## config.mk

```make
export PLATFORM = sky130hd
export DESIGN_NAME = ctrl_sequencer
export DESIGN_NICKNAME = d
export VERILOG_FILES = /design/src/rtl/ctrl_sequencer.sv
export SDC_FILE = /design/constraint.sdc
export NUM_CORES = 1
export LEC_CHECK = 0
export BUFFER_PORTS_ARGS = -buffer_cell sky130_fd_sc_hd__buf_2
export CORE_MARGIN = 2
export CORE_UTILIZATION = 27
export DETAILED_ROUTE_END_ITERATION = 12
export PLACE_DENSITY_LB_ADDON = 0.15
export SYNTH_ARGS = -nofsm -noshare
export SYNTH_HDL_FRONTEND = slang
export SYNTH_SLANG_ARGS = --single-unit
```

## constraint.sdc

```tcl
create_clock -name clk -period 1.9 [get_ports clk]
set_input_delay 0.19 -clock clk [delete_from_list [all_inputs] [get_ports clk]]
set_output_delay 0.19 -clock clk [all_outputs]
set_load 0.005 [all_outputs]
```

## src/rtl/ctrl_sequencer.sv

```systemverilog
// Cycle sequencer for the non-pipelined Harvard CPU: one-hot fetch/exec1/exec2 state, instruction
// register, run/single-step control, halt detection and retired-instruction count. Optional macro: SEQ_STALL_EN.
module ctrl_sequencer #(
  parameter int          IW      = 8,
  parameter logic [3:0]  HALT_OP = 4'hF,
  parameter int          CNTW    = 16
) (
  input  logic            clk,
  input  logic            rst_n,
  input  logic            run_en,
  input  logic            step_mode,
  input  logic            step,
  input  logic            clear_halt,
  input  logic [IW-1:0]   imem_data,
`ifdef SEQ_STALL_EN
  input  logic            imem_ready,
`endif
  output logic [2:0]      state,
  output logic [3:0]      inst,
  output logic [IW-5:0]   operand,
  output logic            halted,
  output logic [CNTW-1:0] retire_cnt
);

  // Active states share their one-hot output code; HALT uses an otherwise illegal code.
  localparam logic [2:0] S_IDLE  = 3'b000;
  localparam logic [2:0] S_FETCH = 3'b001;
  localparam logic [2:0] S_EXEC1 = 3'b010;
  localparam logic [2:0] S_EXEC2 = 3'b100;
  localparam logic [2:0] S_HALT  = 3'b111;

  logic [2:0]      fsm_q, fsm_d;
  logic [IW-1:0]   ir_q, ir_d;
  logic [CNTW-1:0] cnt_q, cnt_d;
  logic            fetch_go;
  logic            issue;

`ifdef SEQ_STALL_EN
  assign fetch_go = imem_ready;
`else
  assign fetch_go = 1'b1;
`endif

  assign issue = run_en & (~step_mode | step);

  always_comb begin
    fsm_d = fsm_q;
    ir_d  = ir_q;
    cnt_d = cnt_q;
    case (fsm_q)
      S_IDLE:  if (issue) fsm_d = S_FETCH;
      S_FETCH: if (fetch_go) begin
        ir_d  = imem_data;
        fsm_d = S_EXEC1;
      end
      S_EXEC1: fsm_d = (ir_q[IW-1 -: 4] == HALT_OP) ? S_HALT : S_EXEC2;
      S_EXEC2: begin
        cnt_d = cnt_q + {{(CNTW-1){1'b0}}, 1'b1};
        fsm_d = (run_en && !step_mode) ? S_FETCH : S_IDLE;
      end
      S_HALT:  if (clear_halt) fsm_d = S_IDLE;
      default: fsm_d = S_IDLE;
    endcase
  end

  always_ff @(posedge clk or negedge rst_n) begin
    if (!rst_n) begin
      fsm_q <= S_IDLE;
      ir_q  <= '0;
      cnt_q <= '0;
    end else begin
      fsm_q <= fsm_d;
      ir_q  <= ir_d;
      cnt_q <= cnt_d;
    end
  end

  assign state      = (fsm_q == S_HALT) ? 3'b000 : fsm_q;
  assign halted     = (fsm_q == S_HALT);
  assign inst       = ir_q[IW-1 -: 4];
  assign operand    = ir_q[IW-5:0];
  assign retire_cnt = cnt_q;

endmodule

```

# Yosys cells after proc, flatten, opt, wreduce, memory -nomap -nowiden

Cells that the tools add are included.

Register bits: 27
Output and inout bits: 28
Input bits: 14

Muxes and demuxes: 6
Add/subtract/negate cells: 1
Eq/ne operators: 7
Bitwise logic cells: 3
Reduce and logical (&&, ||, !) cells: 4

Operators with widths:

| kind                                                             | number |
|---|---|
| 16-bit by 1-bit adder with 16-bit output (second input constant) | 1 |
| 3-bit case mux with 5 select lines                               | 1 |
| 3-bit 2-to-1 mux                                                 | 3 |
| 3-bit == test (second input constant)                            | 2 |
| 4-bit == test (second input constant)                            | 1 |
| 2-bit != test (second input constant)                            | 2 |
| 3-bit by 1-bit == test with 1-bit output (second input constant) | 1 |
| 3-bit by 2-bit == test with 1-bit output (second input constant) | 1 |
| 3-bit logical NOT                                                | 1 |
| 2-bit 2-to-1 mux                                                 | 1 |
| 2-bit AND reduction                                              | 1 |
| 1-bit AND                                                        | 1 |
| 1-bit logical AND                                                | 1 |
| 1-bit logical NOT                                                | 1 |
| 1-bit 2-to-1 mux                                                 | 1 |
| 1-bit NOT                                                        | 1 |
| 1-bit OR                                                         | 1 |

# Logic depth before layout (Yosys ltp)

Gate-level depths: netlist of the first run.

Depth after elaboration: 5
Mapped depth: 5
Mapped depth without buffers: 4

# Worst setup path before layout of the first run

OpenSTA, ideal clock, no wires.

Kind: register to register
From: register fsm_q[1]
To: register ir_q[0]
Data arrival time: 1316 ps
Stages on the path, launching flop included: 4
Clock period less this slack: 1441 ps
Path slack: 459 ps
Path through: dfrtp_1 -> buf_6 -> nor3b_2 -> mux2_2

Cells in the longest elaborated chain, start to end: 1

Ends and longest elaborated chain:

| what                                     | line | source |
|---|---|---|
| from (decl)                              | 32   | `logic [2:0] fsm_q, fsm_d;` |
| from (signal assigned)                   | 72   | `fsm_q <= fsm_d;` |
| 3-bit by 1-bit == test with 1-bit output | 50   | `case (fsm_q)` |
| to (signal assigned)                     | 73   | `ir_q <= ir_d;` |
| to (decl)                                | 33   | `logic [IW-1:0] ir_q, ir_d;` |

Every way passes these cells.
A chain may end at the register's enable or synchronous reset.

# Worst setup path after layout of the first run

From: register fsm_q[2]
To: register cnt_q[8] (netlist: retire_cnt[8])

Cells in the longest elaborated chain, start to end: 1

Ends and longest elaborated chain:

| what                 | line | source |
|---|---|---|
| 3-bit == test        | 50   |  |
| to (signal assigned) | 74   | `cnt_q <= cnt_d;` |
| to (decl)            | 34   | `logic [CNTW-1:0] cnt_q, cnt_d;` |

Every way passes these cells.

==> results.sh, run 1 <==
export IMPL_drt_total_wl_mm=2.446
export IMPL_use_met2=0.1492
export IMPL_row_count=24
export IMPL_grt_pass1_vias=864
export IMPL_pin_count=42
export IMPL_cts_buffers=3
export IMPL_ys_async_sr_fraction=1.000
export IMPL_hp_class="in2reg"
export IMPL_clock_sinks=27
export IMPL_cp_required_ns=2.10
export IMPL_port_buffers=41
export IMPL_grt_usage=0.1006
export IMPL_syn_to_final_growth_pct=25.46
export IMPL_total_leakage_power_nw=0.7777
export IMPL_worstReg2RegStart="fsm_q[2]"
export IMPL_vias_per_cell=4.558
export IMPL_cts_setup_buffers=0
export IMPL_criticalPathCategory="reg2reg"
export IMPL_drcViolationCount=0
export IMPL_maxSlewHeadroom=0.5915
export IMPL_finalSetupViolations=0
export IMPL_power_density_nw_per_um2=1170
export IMPL_post_route_min_period_ns=1.631
export IMPL_grt_max_degree=28
export IMPL_outcome="finished clean"
export IMPL_setup_tns_ns=0
export IMPL_synth_edf_count=0
export IMPL_critPathArrivalTime_ns=1.83
export IMPL_synth_cell_type_count=24
export IMPL_antenna_found_initial=0
export IMPL_ctsHoldBuffers=1
export IMPL_grt_pass1_wl_mm=4.064
export IMPL_vdd_drop_max_v=0.0003586
export IMPL_slowest_stage="dfrtp_1"
export IMPL_drt_iter0_drc=51
export IMPL_ys_seq_elements=27
export IMPL_whs_path_depth=2
export IMPL_cp_start_kind="flip-flop"
export IMPL_core_area_sq_um=4384
export IMPL_drv_slew=0
export IMPL_place_ws_ns=0.2678
export IMPL_n_antenna_cell=0
export IMPL_layout_commonest_cell="buf_2"
export IMPL_cts_resized=0
export IMPL_holdCritStartpoint="imem_data[7]"
export IMPL_timing_rr_end="retire_cnt[8]"
export IMPL_fin_skew_ns=0.003802
export IMPL_ff2ff_setup_slack_ns=0.27
export IMPL_cts_tree="built"
export IMPL_via_count=898
export IMPL_synth_ff_type="dfrtp_1"
export IMPL_die_area_sq_um=5126
export IMPL_min_to="ir_q[7]"
export IMPL_worstPathCellList="nor3b_4 > nand4_1 > nor3_1 > xor2_1"
export IMPL_h_tree_depth=1
export IMPL_use_met1=0.1383
export IMPL_avgSynthCellArea_sq_um=12.34
export IMPL_clk_path_buf_depth=2
export IMPL_wl_per_cell_um=12.42
export IMPL_drive_gt1_frac=0.4345
export IMPL_endpoint_kind="flip-flop"
export IMPL_clkSlewWorstSetupHoldPaths_ns=0.10
export IMPL_root_buffer="clkbuf_8"
export IMPL_place_gp_congestion=0.7789
export IMPL_postRouteAntennaNets=0
export IMPL_layout_setup_ws_ns=0.2689
export IMPL_tightest_slew_ns=0.6127
export IMPL_reg2reg_depth=4
export IMPL_firstDrtPassIters=4
export IMPL_ys_seq_area_frac=0.5477
export IMPL_gr_usage_met3=0.03094
export IMPL_fin_crit_sh=0.8585
export IMPL_crit_buf_inv=0
export IMPL_synth_cells=100
export IMPL_path_delay_family="simple AND/OR/NAND/NOR gates"
export IMPL_rsz0062_at_grt="no"
export IMPL_dieHeight_um=71.60
export IMPL_initial_core_util=0.2814
export IMPL_mostFrequentLayoutCells="buf_2 (41), dfrtp_1 (27), nand2_1 (10), xnor2_1 (10), mux2_2 (9)"
export IMPL_synth_nets=115
export IMPL_dp_hpwl_mm=1.794
export IMPL_cap_violations=0
export IMPL_ys_warnings_count=0
export IMPL_max_stage_delay_ns=0.51
export IMPL_nNetsFinal=161
export IMPL_hold_viol=0
export IMPL_grt_busiest_layer="met2"
export IMPL_die_w_um=71.60
export IMPL_clkLatencyLatePin_ns=0.27
export IMPL_crit_fanout=9
export IMPL_syn_cell_area_sq_um=1234
export IMPL_timing_fmax_mhz=613.1
export IMPL_grt_overflow=0
-- worst reg2reg max path, cell delays in order, from the launching register on --
cell     delay [ns]
dfrtp_1        0.51
nor3b_4        0.37
nand4_1        0.27
nor3_1         0.24
xor2_1         0.16
-- area by class of cell --
cell class,count,area (sq um)
clock buffers,3,41.29
clock inverters,1,7.507
fillers,446,2836
inverters,3,11.26
multi-input cells,67,516.7
flip-flops and latches,27,675.6
well taps,52,65.06
repair buffers,44,230.2
-- metal layers --
metal  up-vias  part of all wire
li1        435                 -
met1       435              0.49
met2        24              0.44
met3         4             0.062
met4         0             0.011
met5         -                 0
-- per-stage QoR --
step / area [sq um] / power (mW) / hold slack, ns / std cells / util
2_1_floorplan: 1234 / 1.284 / -0.1056 / 100 / -
4_1_cts: 1548 / 1.850 / 0.1298 / 197 / 0.3530
3_5_place_dp: 1489 / 1.507 / 0.2366 / 192 / 0.3396
3_3_place_gp: 1489 / 1.488 / 0.2416 / 192 / 0.3396
5_1_grt: 1548 / 1.963 / 0.1203 / 197 / 0.3530
6_report: 1548 / 1.811 / 0.1390 / 197 / 0.3530
-- flip-flops by register name, indices dropped and copies added (netlist names) --
register	flops
retire_cnt	16
ir_q	8
fsm_q	3
-- synth_stat cells, types with 3 or more instances --
master,n,share of area
xor2_1,5,0.035
dfrtp_1,27,0.55
nor3_1,4,0.016
mux2_2,9,0.082
nand4_1,5,0.025
nand3_1,4,0.016
nand2_1,10,0.030
xnor2_1,10,0.071
inv_1,3,0.0091
nor2_1,4,0.012
-- power by group --
group / internal (mW) / leakage (nW) / switching (mW) / total (mW)
Combinational: 0.340 / 0.406 / 0.221 / 0.561
Clock: 0.149 / 0.0217 / 0.185 / 0.334
Sequential: 0.736 / 0.350 / 0.180 / 0.916
-- how the worst max path moves through the flow --
| stage | endpoint | slack, ns | cells after the start | startpoint |
|---|---|---|---|---|
| floorplan | ir_q[0] | 0.46 | 3 | fsm_q[1] |
| global placement | retire_cnt[8] | 0.28 | 4 | fsm_q[2] |
| detailed placement | retire_cnt[8] | 0.27 | 4 | fsm_q[2] |
| CTS | retire_cnt[10] | 0.23 | 4 | fsm_q[2] |
| global route | retire_cnt[8] | 0.05 | 4 | fsm_q[2] |
| finish | retire_cnt[8] | 0.27 | 4 | fsm_q[2] |
-- cells by family after synthesis --
family | count (synthesis) | share of synthesized area
AOI/OAI and AO/OA | 5 | 0.02637
DFF | 27 | 0.5477
xor gates and xnor gates | 15 | 0.1065
adders and majority gates | 1 | 0.01014
muxes | 9 | 0.08215
and+or+nand+nor | 37 | 0.1937
buffers and inverters | 6 | 0.03347
Note: power is estimated with default switching activity, not from simulation.
==> run 2: changes to the inputs <==
Settings changed: ABC_AREA from default to 1.
==> results.sh, run 2 <==
export IMPL_maxSlewHeadroom=0.5953
export IMPL_finalSetupViolations=0
export IMPL_yosysMostFrequentCell="nand2_1"
export IMPL_critPathArrivalTime_ns=1.55
export IMPL_nNetsFinal=221
export IMPL_holdCritStartpoint="imem_data[1]"
export IMPL_post_route_min_period_ns=1.387
export IMPL_synth_cells=160
export IMPL_slowest_stage="dfrtp_1"
export IMPL_antenna_found_initial=0
export IMPL_cp_required_ns=2.07
export IMPL_vdd_drop_max_v=0.0006310
export IMPL_crit_buf_inv=0
export IMPL_initial_core_util=0.2774
export IMPL_h_tree_depth=1
export IMPL_cts_setup_buffers=0
export IMPL_wl_per_cell_um=10.71
export IMPL_drt_total_wl_mm=2.944
export IMPL_dieHeight_um=75.98
export IMPL_use_met2=0.1884
export IMPL_cap_violations=0
export IMPL_rsz0062_at_grt="no"
export IMPL_timing_hold_ws_ns=0.1230
export IMPL_via_count=1143
export IMPL_ys_warnings_count=0
export IMPL_outcome="finished clean"
export IMPL_drv_slew=0
export IMPL_timing_rr_end="retire_cnt[10]"
export IMPL_grt_usage=0.1081
export IMPL_clk_path_buf_depth=2
export IMPL_firstDrtPassIters=3
export IMPL_path_delay_family="simple AND/OR/NAND/NOR gates"
export IMPL_grt_pass1_vias=1134
export IMPL_setup_tns_ns=0
export IMPL_min_to="ir_q[1]"
export IMPL_ys_seq_area_frac=0.4830
export IMPL_clock_sinks=27
export IMPL_worstReg2RegStart="retire_cnt[1]"
export IMPL_fin_skew_ns=0.004609
export IMPL_yosysTopAreaCellShare=0.4830
export IMPL_ys_seq_elements=27
export IMPL_synth_cell_type_count=23
export IMPL_clkLatencyLatePin_ns=0.27
export IMPL_max_stage_delay_ns=0.43
export IMPL_power_density_nw_per_um2=1052
export IMPL_criticalPathCategory="reg2reg"
export IMPL_vias_per_cell=4.156
export IMPL_root_buffer="clkbuf_8"
export IMPL_pin_count=42
export IMPL_row_count=26
export IMPL_ys_async_sr_fraction=1.000
export IMPL_worstPathCellList="ha_1 > nand2_1 > nor2_1 > nand2_1 > xor2_1"
export IMPL_tightest_slew_ns=0.6071
export IMPL_fin_crit_sh=0.7299
export IMPL_avgSynthCellArea_sq_um=8.743
export IMPL_largest_register_ffs=16
export IMPL_whs_path_depth=2
export IMPL_drt_iter0_drc=26
export IMPL_synth_largest_area_cell="dfrtp_1"
export IMPL_port_buffers=41
export IMPL_clkSlewWorstSetupHoldPaths_ns=0.09
export IMPL_total_leakage_power_nw=0.8794
export IMPL_grt_overflow=0
export IMPL_layout_commonest_cell="nand2_1"
export IMPL_cts_buffers=3
export IMPL_core_area_sq_um=5042
export IMPL_gr_usage_met3=0.03318
export IMPL_syn_cell_area_sq_um=1399
export IMPL_drcViolationCount=0
export IMPL_n_antenna_cell=0
export IMPL_synth_ff_type="dfrtp_1"
export IMPL_grt_busiest_layer="met2"
export IMPL_die_area_sq_um=5773
export IMPL_hold_viol=0
export IMPL_syn_to_final_growth_pct=24.15
export IMPL_synth_nets=175
export IMPL_crit_fanout=5
export IMPL_mostFrequentLayoutCells="nand2_1 (45), buf_2 (41), dfrtp_1 (27)"
export IMPL_timing_fmax_mhz=721.1
export IMPL_cp_common_cell="nand2_1"
export IMPL_drive_gt1_frac=0.3073
export IMPL_die_w_um=75.98
export IMPL_dp_hpwl_mm=2.326
export IMPL_reg2reg_depth=5
export IMPL_cts_tree="built"
export IMPL_synth_edf_count=0
export IMPL_place_gp_congestion=0.7520
export IMPL_cp_start_kind="flip-flop"
export IMPL_grt_max_degree=28
export IMPL_synthTopCellsByCount="nand2_1 (45), dfrtp_1 (27), inv_1 (18), nor2_1 (17), nand3_1 (8)"
export IMPL_endpoint_kind="flip-flop"
export IMPL_postRouteAntennaNets=0
export IMPL_ys_top_cells_by_area="dfrtp_1 (48%), nand2_1 (12%), inv_1 (4.8%)"
export IMPL_use_met1=0.1351
export IMPL_hp_class="in2reg"
export IMPL_ff2ff_setup_slack_ns=0.51
export IMPL_grt_pass1_wl_mm=5.133
run 2: repair_timing:
| item | 4_1_cts | 5_1_grt |
|---|---|---|
| gates resized for setup | 0 | 0 |
| hold endpoints to repair | 27 | 0 |
| endpoints found under the setup margin | 0 | 0 |
| hold buffers | 1 | 0 |
run 2: worst max path at each step:
stage,start,to,slack (ns),cells past startpoint
CTS,fsm_q[0],retire_cnt[10],0.50,5
global route,retire_cnt[1],retire_cnt[10],0.39,5
detailed placement,fsm_q[0],retire_cnt[10],0.52,5
floorplan,retire_cnt[1],retire_cnt[10],0.64,5
global placement,retire_cnt[1],retire_cnt[14],0.55,6
finish,retire_cnt[1],retire_cnt[10],0.51,5
run 2: kinds of logic after synthesis:
kind of cell | Yosys count | synth area share
XOR/XNOR | 7 | 0.04383
buffers and inverters | 20 | 0.05903
flip-flops | 27 | 0.4830
AO/OA/AOI/OAI | 4 | 0.01431
AND/OR/NAND/NOR | 93 | 0.3265
multiplexers | 8 | 0.06440
adder cells (fa/ha/maj) | 1 | 0.008943
run 2: stage by stage:
stage,instance area (sq um),setup WS (ns),power [mW],utilization,instances
floorplan,1399,0.6364,1.279,-,160
global placement,1680,0.5504,1.527,0.3333,270
detailed placement,1680,0.5223,1.528,0.3333,270
CTS,1737,0.5022,1.868,0.3444,275
global route,1737,0.3868,1.992,0.3444,275
finish,1737,0.5131,1.827,0.3444,275
run 2: cell type report:
cell class                 instances  area (sq um)
fill                             536          3306
sequential                        27         675.6
multi-input combinational        113         640.6
timing repair buffer              42         215.2
tap                               70         87.58
inverter                          19         71.32
clock buffer                       3         41.29
clock inverter                     1         5.005
run 2: report_power, final:
group          switching [mW]  internal, mW  leakage, nW
logic                   0.316         0.300        0.503
clock network           0.179         0.147       0.0255
registers               0.152         0.733        0.351
run 2: routing by layer:
| metal | part of all wire | up-vias | wire length [um] |
|---|---|---|---|
| met3 | 0.066 | 2 | 194 |
| met5 | 0 | - | 0 |
| li1 | - | 595 | - |
| met1 | 0.45 | 514 | 1339 |
| met2 | 0.47 | 32 | 1393 |
| met4 | 0.0058 | 0 | 17 |
==> run 3: changes to the inputs <==
Clock period 1.9 ns to 1.1 ns, I/O delays scaled along.
==> results.sh, run 3 (synthesis results as in run 2) <==
export IMPL_vdd_drop_max_v=0.0009507
export IMPL_core_area_sq_um=5042
export IMPL_syn_to_final_growth_pct=65.47
export IMPL_tightest_slew_ns=0.3223
export IMPL_drv_slew=0
export IMPL_die_area_sq_um=5773
export IMPL_clkLatencyLatePin_ns=0.28
export IMPL_fin_crit_sh=1.170
export IMPL_timing_fmax_mhz=777.2
export IMPL_n_antenna_cell=0
export IMPL_crit_fanout=5
export IMPL_fin_area_sq_um=2315
export IMPL_layout_commonest_cell="nand2_1"
export IMPL_grt_overflow=0
export IMPL_h_tree_depth=1
export IMPL_grt_pass1_wl_mm=6.154
export IMPL_total_leakage_power_nw=1.155
export IMPL_row_count=26
export IMPL_die_w_um=75.98
export IMPL_clock_sinks=27
export IMPL_hold_viol=0
export IMPL_largest_register_ffs=16
export IMPL_timing_hold_ws_ns=0.03727
export IMPL_cts_buffers=3
export IMPL_via_count=1315
export IMPL_cp_required_ns=1.26
export IMPL_firstDrtPassIters=2
export IMPL_postRouteAntennaNets=0
export IMPL_root_buffer="clkbuf_8"
export IMPL_initial_core_util=0.2774
export IMPL_nNetsFinal=261
export IMPL_wl_per_cell_um=11.09
export IMPL_outcome="complete, but fails checks"
export IMPL_fin_skew_ns=0.007652
export IMPL_port_buffers=41
export IMPL_endpoint_kind="flip-flop"
export IMPL_place_ws_ns=-0.1384
export IMPL_place_gp_congestion=0.7530
export IMPL_drive_gt1_frac=0.5429
export IMPL_cap_violations=0
export IMPL_finalSetupViolations=29
export IMPL_maxSlewHeadroom=0.7835
export IMPL_clkSlewWorstSetupHoldPaths_ns=0.10
export IMPL_vias_per_cell=4.175
export IMPL_antenna_found_initial=0
export IMPL_violations="negative setup slack"
export IMPL_hp_class="in2reg"
export IMPL_clk_path_buf_depth=2
export IMPL_criticalPathCategory="reg2reg"
export IMPL_drcViolationCount=0
export IMPL_cp_start_kind="flip-flop"
export IMPL_place_area_sq_um=1923
export IMPL_grt_pass1_vias=1399
export IMPL_pin_count=42
export IMPL_mostFrequentLayoutCells="nand2_1 (37), buf_2 (35), buf_6 (25)"
export IMPL_grt_max_degree=28
export IMPL_layout_setup_ws_ns=-0.1866
export IMPL_cts_tree="built"
export IMPL_rsz0062_at_grt="yes"
export IMPL_dp_hpwl_mm=2.500
export IMPL_grt_usage=0.1285
export IMPL_drt_total_wl_mm=3.493
export IMPL_dieHeight_um=75.98
export IMPL_power_density_nw_per_um2=1823
export IMPL_drt_iter0_drc=38
export IMPL_finalPower_mw=4.219
export IMPL_utilization=0.4591
export IMPL_post_route_min_period_ns=1.287
export IMPL_critPathArrivalTime_ns=1.45
==> run 3: cell count changes in the layout (fill, tap and decap cells not counted), moves of 7 or more <==
cell / change
buf_4: +19
buf_6: +25
nand2_1: -8
nand2_2: +7
nor2_1: -7
==> run 3: final cells by class <==
type                            count  area, sq um
Sequential cell                    27        683.2
Clock inverter                      1        5.005
Clock buffer                        3        41.29
Multi-Input combinational cell    114        792.0
Tap cell                           70        87.58
Inverter                           19        76.32
Timing Repair Buffer               81        629.4
Fill cell                         507         2728
==> run 3: final timing paths <==
path                               from            end  slack (ns)  cells past startpoint
max                            fsm_q[0]  retire_cnt[4]       -0.19                      6
min                        imem_data[3]        ir_q[3]        0.04                      2
max reg2reg                    fsm_q[0]  retire_cnt[4]       -0.19                      6
min reg2reg                     ir_q[1]        ir_q[1]        0.50                      1
max in group asynchronous         rst_n       fsm_q[1]        0.62                      3
min in group asynchronous         rst_n  retire_cnt[1]        0.31                      3
==> run 3: critical path, cell delays in order (launching register included) <==
cell and delay (ns):
dfrtp_2 0.45, nor2_4 0.13, nand2_4 0.09, buf_6 0.15, nor2_4 0.15, nand2_2 0.07, xnor2_1 0.12
==> run 3: what timing repair did <==
action	4_1_cts	5_1_grt
hold buffers	1	0
setup endpoints to repair	31	39
pin swaps	15	11
endpoints found under the hold margin	27	0
gates resized for setup	31	36
buffers inserted	5	7
cloned	0	1
==> run 3: where the power goes <==
part           switching [mW]  total, mW  internal [mW]
combinational           0.886       2.09           1.20
clock                   0.323      0.577          0.254
sequential              0.271       1.55           1.28
==> run 3: layer usage <==
layer  global-route usage  wire length, um
met3              0.03081              146
met1               0.1460             1516
met2               0.2491             1820
met5                    0                0
met4              0.01636               10
==> run 3: stage by stage <==
stage	cells	TNS, ns
global placement	299	-2.124
detailed placement	299	-2.289
floorplan	160	-0.6643
global route	315	-5.331
finish	315	-3.327
CTS	309	-3.406
